**config.mk**
```make
export PLATFORM = sky130hd
export DESIGN_NAME = pc_stack_seq
export DESIGN_NICKNAME = d
export VERILOG_FILES = /design/src/rtl/pc_stack_seq.sv
export SDC_FILE = /design/constraint.sdc
export NUM_CORES = 1
export LEC_CHECK = 0
export ABC_AREA = 1
export CAP_MARGIN = 5
export CELL_PAD_IN_SITES_DETAIL_PLACEMENT = 0
export CELL_PAD_IN_SITES_GLOBAL_PLACEMENT = 1
export CORE_MARGIN = 2
export CORE_UTILIZATION = 48
export DETAILED_ROUTE_END_ITERATION = 12
export HOLD_SLACK_MARGIN = 0.06
export PLACE_DENSITY = 0.9
export SYNTH_ARGS = -nofsm -noshare
export SYNTH_HDL_FRONTEND = slang
export SYNTH_SLANG_ARGS = --single-unit
```
**constraint.sdc**
```tcl
create_clock -name i_clk -period 4 [get_ports i_clk]
set_input_delay 0.4 -clock i_clk [delete_from_list [all_inputs] [get_ports i_clk]]
set_output_delay 0.4 -clock i_clk [all_outputs]
set_load 0.01 [all_outputs]
```
**src/rtl/pc_stack_seq.sv**
```systemverilog
// pc_stack_seq: program-counter sequencer with branches, call/return stack, stall and sticky stack errors
//   i_clk       clock, all state updates on the rising edge
//   i_reset     synchronous active-high reset, beats stall and op
//   i_stall     hold every piece of state this cycle
//   i_pc_op     000 INC, 001 JUMP, 010 BRANCH, 011 CALL, 100 RET, others behave as INC
//   i_jump_addr absolute target for JUMP and CALL
//   i_offset    signed branch offset relative to the current pc
//   i_cond      branch taken when high
//   o_pc        registered program counter / instruction address
//   o_depth     number of occupied return-stack entries
//   o_stack_ovf sticky, CALL seen with the stack full
//   o_stack_unf sticky, RET seen with the stack empty
module pc_stack_seq #(
    parameter int PC_W        = 10,
    parameter int OFF_W       = 8,
    parameter int STACK_DEPTH = 8,
    parameter int RESET_ADDR  = 0
) (
    input  logic                               i_clk,
    input  logic                               i_reset,
    input  logic                               i_stall,
    input  logic [2:0]                         i_pc_op,
    input  logic [PC_W-1:0]                    i_jump_addr,
    input  logic [OFF_W-1:0]                   i_offset,
    input  logic                               i_cond,
    output logic [PC_W-1:0]                    o_pc,
    output logic [$clog2(STACK_DEPTH+1)-1:0]   o_depth,
    output logic                               o_stack_ovf,
    output logic                               o_stack_unf
);
    localparam int DW = $clog2(STACK_DEPTH + 1);
    localparam int AW = $clog2(STACK_DEPTH);
    logic [PC_W-1:0] r_pc;
    logic [DW-1:0]   r_depth;
    logic            r_ovf;
    logic            r_unf;
    logic [PC_W-1:0] r_stack [STACK_DEPTH];
    logic [PC_W-1:0] w_inc;
    logic [PC_W-1:0] w_off;
    logic [PC_W-1:0] w_pc_nxt;
    logic [DW-1:0]   w_depth_nxt;
    logic [AW-1:0]   w_wr_idx;
    logic [AW-1:0]   w_rd_idx;
    logic            w_full;
    logic            w_empty;
    logic            w_push;
    logic            w_ovf_set;
    logic            w_unf_set;
    // A size cast of a signed value sign-extends; the add then wraps modulo 2^PC_W.
    assign w_off    = PC_W'($signed(i_offset));
    assign w_inc    = r_pc + PC_W'(1);
    assign w_full   = r_depth == DW'(STACK_DEPTH);
    assign w_empty  = r_depth == '0;
    // Both indices are only used when in range (push when not full, pop when not empty).
    assign w_wr_idx = AW'(r_depth);
    assign w_rd_idx = AW'(r_depth - DW'(1));
    always_comb begin
        w_pc_nxt    = w_inc;
        w_depth_nxt = r_depth;
        w_push      = 1'b0;
        w_ovf_set   = 1'b0;
        w_unf_set   = 1'b0;
        case (i_pc_op)
            3'd1: w_pc_nxt = i_jump_addr;
            3'd2: w_pc_nxt = i_cond ? r_pc + w_off : w_inc;
            3'd3: begin
                w_ovf_set   = w_full;
                w_push      = !w_full;
                w_depth_nxt = w_full ? r_depth : r_depth + DW'(1);
                w_pc_nxt    = w_full ? w_inc : i_jump_addr;
            end
            3'd4: begin
                w_unf_set   = w_empty;
                w_depth_nxt = w_empty ? r_depth : r_depth - DW'(1);
                w_pc_nxt    = w_empty ? w_inc : r_stack[w_rd_idx];
            end
            default: w_pc_nxt = w_inc;
        endcase
    end
    always_ff @(posedge i_clk) begin
        if (i_reset) begin
            r_pc    <= PC_W'(RESET_ADDR);
            r_depth <= '0;
            r_ovf   <= 1'b0;
            r_unf   <= 1'b0;
        end else if (!i_stall) begin
            r_pc    <= w_pc_nxt;
            r_depth <= w_depth_nxt;
            r_ovf   <= r_ovf | w_ovf_set;
            r_unf   <= r_unf | w_unf_set;
        end
    end
    // Stack contents need no reset; depth alone defines what is valid.
    always_ff @(posedge i_clk) begin
        if (!i_reset && !i_stall && w_push)
            r_stack[w_wr_idx] <= w_inc;
    end
    assign o_pc        = r_pc;
    assign o_depth     = r_depth;
    assign o_stack_ovf = r_ovf;
    assign o_stack_unf = r_unf;
endmodule
```
==> flow_summary.rst <==
.. list-table::
   :header-rows: 1

   * - Metric
     - Value
   * - Number of standard cells after synthesis
     - between 500 and 600
   * - Number of setup violations in the final report
     - 0
   * - Final cycle utilization of the critical path
     - a little over three fifths
   * - Placeable Area
     - 10200 um2
   * - Largest driver fanout on the critical path
     - between 40 and 50
   * - Port Buffer Count
     - 40
   * - Main area contributors after synthesis
     - edfxtp_1 48%, nand2_1 9.1%, dfxtp_1 6.4%
   * - Kind of start point of the critical path
     - flip-flop
   * - Die W
     - roughly 110 um
   * - CTS tree
     - built
   * - Number of warnings issued by yosys
     - 0
   * - Hpwl dp
     - a little over 8000 um
   * - Number of top-level pins
     - 41
   * - Final max-slew violation count
     - 0
   * - Nature of the critical path endpoint
     - flip-flop
   * - Worst setup slack after placement
     - about 1.3 ns
   * - Setup bufs post-CTS
     - 0
   * - Count of cell types in the netlist
     - 37
   * - Number of max-cap violations
     - 0
   * - Syn Area/Cell
     - between 9 and 10 um2
   * - Worst IR Drop VDD
     - roughly 0.15 mV
   * - Slew at the pin with the worst max-slew slack
     - around 0.97 ns
   * - Total detailed-routing wirelength
     - 11600 um
   * - Global route total overflow
     - 0
   * - Starting density of the core
     - 49.2%
   * - Number of vias per cell
     - roughly 5.3
   * - Path class of the lowest-slack min-delay path
     - reg -> reg
   * - Post-route antenna net violation count
     - 0
   * - Syn Nets
     - 590
   * - Lkg Pwr
     - 0.00225 uW
   * - Fin crit period
     - around 2.5 ns
   * - Root cell of the clock tree
     - clkbuf_8
   * - Die extent in y
     - 106 um
   * - Detailed-router iteration count before antenna repair
     - 4
   * - Share of post-route cells with drive strength above 1
     - around a tenth
   * - Post-detailed-route DRC marker count
     - 0
   * - Slack of the critical path
     - 1.48 ns
   * - Mapped cell area
     - between 5000 and 6000 um2
   * - H-tree lvl count
     - 3
   * - Clock Tree Buf Depth
     - 2
   * - Vias after detailed routing
     - 3875
   * - Via count of the first global-routing pass
     - 3722
   * - Share of the synthesized area in the top cell type
     - between 40% and 50%
   * - Final-layout setup total negative slack
     - 0 ns
   * - Part of the Yosys area used for sequential elements
     - 54.1%
   * - Antenna violations before repair
     - 0
   * - Number of buffers added by the clock tree synthesis step
     - 9
   * - Violation count after the first detailed-route iteration
     - between 200 and 300
   * - Clock-pin transition on the worst setup and hold timing paths
     - about 0.09 ns
   * - Wire length per cell
     - roughly 16 um
   * - Clock tree sinks
     - 96
   * - Slew headroom
     - a little over a third
   * - Largest net degree at the start of global routing
     - 46
   * - Required time of the critical path
     - approximately 4.0 ns
   * - Number of cells upsized or downsized after cts
     - 0
   * - Standard-cell row count
     - 37
   * - Setup repair after global routing missed its margin
     - false
   * - Fmax
     - around 0.40 GHz
   * - Kind of critical path
     - reg -> reg
   * - Count of nets after finishing
     - 633
   * - Area grow syn2layout
     - 14.3%
   * - Number of antenna repair diodes
     - 0
   * - Routability-driven placement congestion ratio
     - between 0.9 and 1
   * - Die area
     - 11300 um2
   * - Arrival time worst endpoint
     - around 2.5 ns
   * - Wire length of the first global-routing pass
     - approximately 19000 um
   * - Later-pin clock latency in the skew report
     - about 0.38 ns
   * - Total routing usage reported by global routing
     - a little over a fifth
   * - Status
     - finished, final reports clean
   * - Power per standard cell area
     - around 360 nW/um2
   * - Hold-fix buffer count after cts
     - 0
   * - Clock Skews
     - approximately 0.014 ns
   * - Final Hold Violating Endpoints
     - 0
   * - Synth Register Bits
     - 96
   * - Library cell with the largest summed area after synthesis
     - edfxtp_1
[power breakdown]
part | total (uW) | internal (uW) | switching [uW]
registers | 1120 | 1100 | 19.0
logic | 339 | 125 | 214
clock network | 589 | 235 | 354
[synth_stat cells]
cell type and count:
a21oi_2 1, clkbuf_1 4, buf_2 8, fa_1 1, nand3b_1 3, inv_6 1
a31oi_1 3, nand3_4 2, nor2_4 4, nor3_1 6, xor2_1 3, dfxtp_1 16
buf_6 1, o21ai_0 45, inv_4 2, nand2_2 4, edfxtp_1 80, nand3_2 3
inv_2 5, or2_2 1, xnor2_1 7, nor2_1 70, nor2_8 1, o21ai_1 6
o31ai_1 2, o21bai_1 1, buf_4 3, o211ai_1 10, a21oi_1 13, nand2_1 122
nand4_1 6, nand3_1 48, nor2_2 4, nand2_4 4, inv_8 1, inv_1 49
ha_1 12
[sequential cells by signal (all words and copies together) (netlist names)]
| name | flops |
|---|---|
| o_stack_unf | 1 |
| r_stack | 80 |
| o_pc | 10 |
| o_depth | 4 |
| o_stack_ovf | 1 |
[final cells by class]
cell class / count / area [um2]
multi-input combinational: 382 / 1990
clock buffer: 10 / 128
sequential: 96 / 2720
tap: 136 / 170
timing repair buffer: 48 / 460
inverter: 58 / 235
clock inverter: 6 / 50.0
fill: 928 / 4480
[cells in the final DEF (no fill, tap or decap), drive strengths merged]
cell,Yosys,final
a31oi,3,3
o21ai,51,51
nand3,53,53
inv,58,61
nor2,79,79
xnor2,7,7
edfxtp,80,80
nand2,130,130
nand3b,3,3
clkinv,0,2
clkbuf,4,10
o21bai,1,1
nor3,6,6
a21oi,14,14
nand4,6,6
clkinvlp,0,1
ha,12,12
or2,1,1
xor2,3,3
o211ai,10,10
clkdlybuf4s50,0,40
buf,12,8
o31ai,2,2
fa,1,1
dfxtp,16,16
[kinds of logic after synthesis]
| group | count (synthesis) | synth area share, % |
|---|---|---|
| and+or+nand+nor | 278 | 25.5 |
| DFF | 96 | 54.1 |
| AOI/OAI and AO/OA | 81 | 8.85 |
| buffers and inverters | 74 | 6.44 |
| adders and majority gates | 13 | 3.38 |
| xor gates and xnor gates | 10 | 1.74 |
[critical path: stages (launching register included)]
cell	delay (ns)
dfxtp_1	0.38
inv_4	0.18
ha_1	0.35
nand3_2	0.15
nand2_1	0.07
nor2_1	0.19
inv_1	0.09
nor2_1	0.74
[worst paths after layout]
path,start,cells after the start,slack (ns),to
setup / recovery,o_depth[0],7,1.48,r_stack[7][1]
hold / removal,o_stack_ovf,2,0.48,o_stack_ovf
setup reg to reg,o_depth[0],7,1.48,r_stack[7][1]
hold reg to reg,o_stack_ovf,2,0.48,o_stack_ovf
[metal layers]
metal,track usage [%],part of all wire (%)
met2,35.5,48
met3,2.82,4.5
met4,8.74,2.0
met1,29.1,46
met5,0,0
[through the flow]
stage / hold WS, ns / util [%] / instance area [um2] / cells / power, uW
4_1_cts: 0.484 / 56.2 / 5750 / 736 / 2060
2_1_floorplan: 0.493 / - / 5030 / 552 / 1360
3_5_place_dp: 0.462 / 54.5 / 5570 / 720 / 1480
3_3_place_gp: 0.455 / 54.5 / 5570 / 720 / 1480
5_1_grt: 0.528 / 56.2 / 5750 / 736 / 2140
6_report: 0.480 / 56.2 / 5750 / 736 / 2050
No activity file was read; power rests on OpenSTA's default activity.
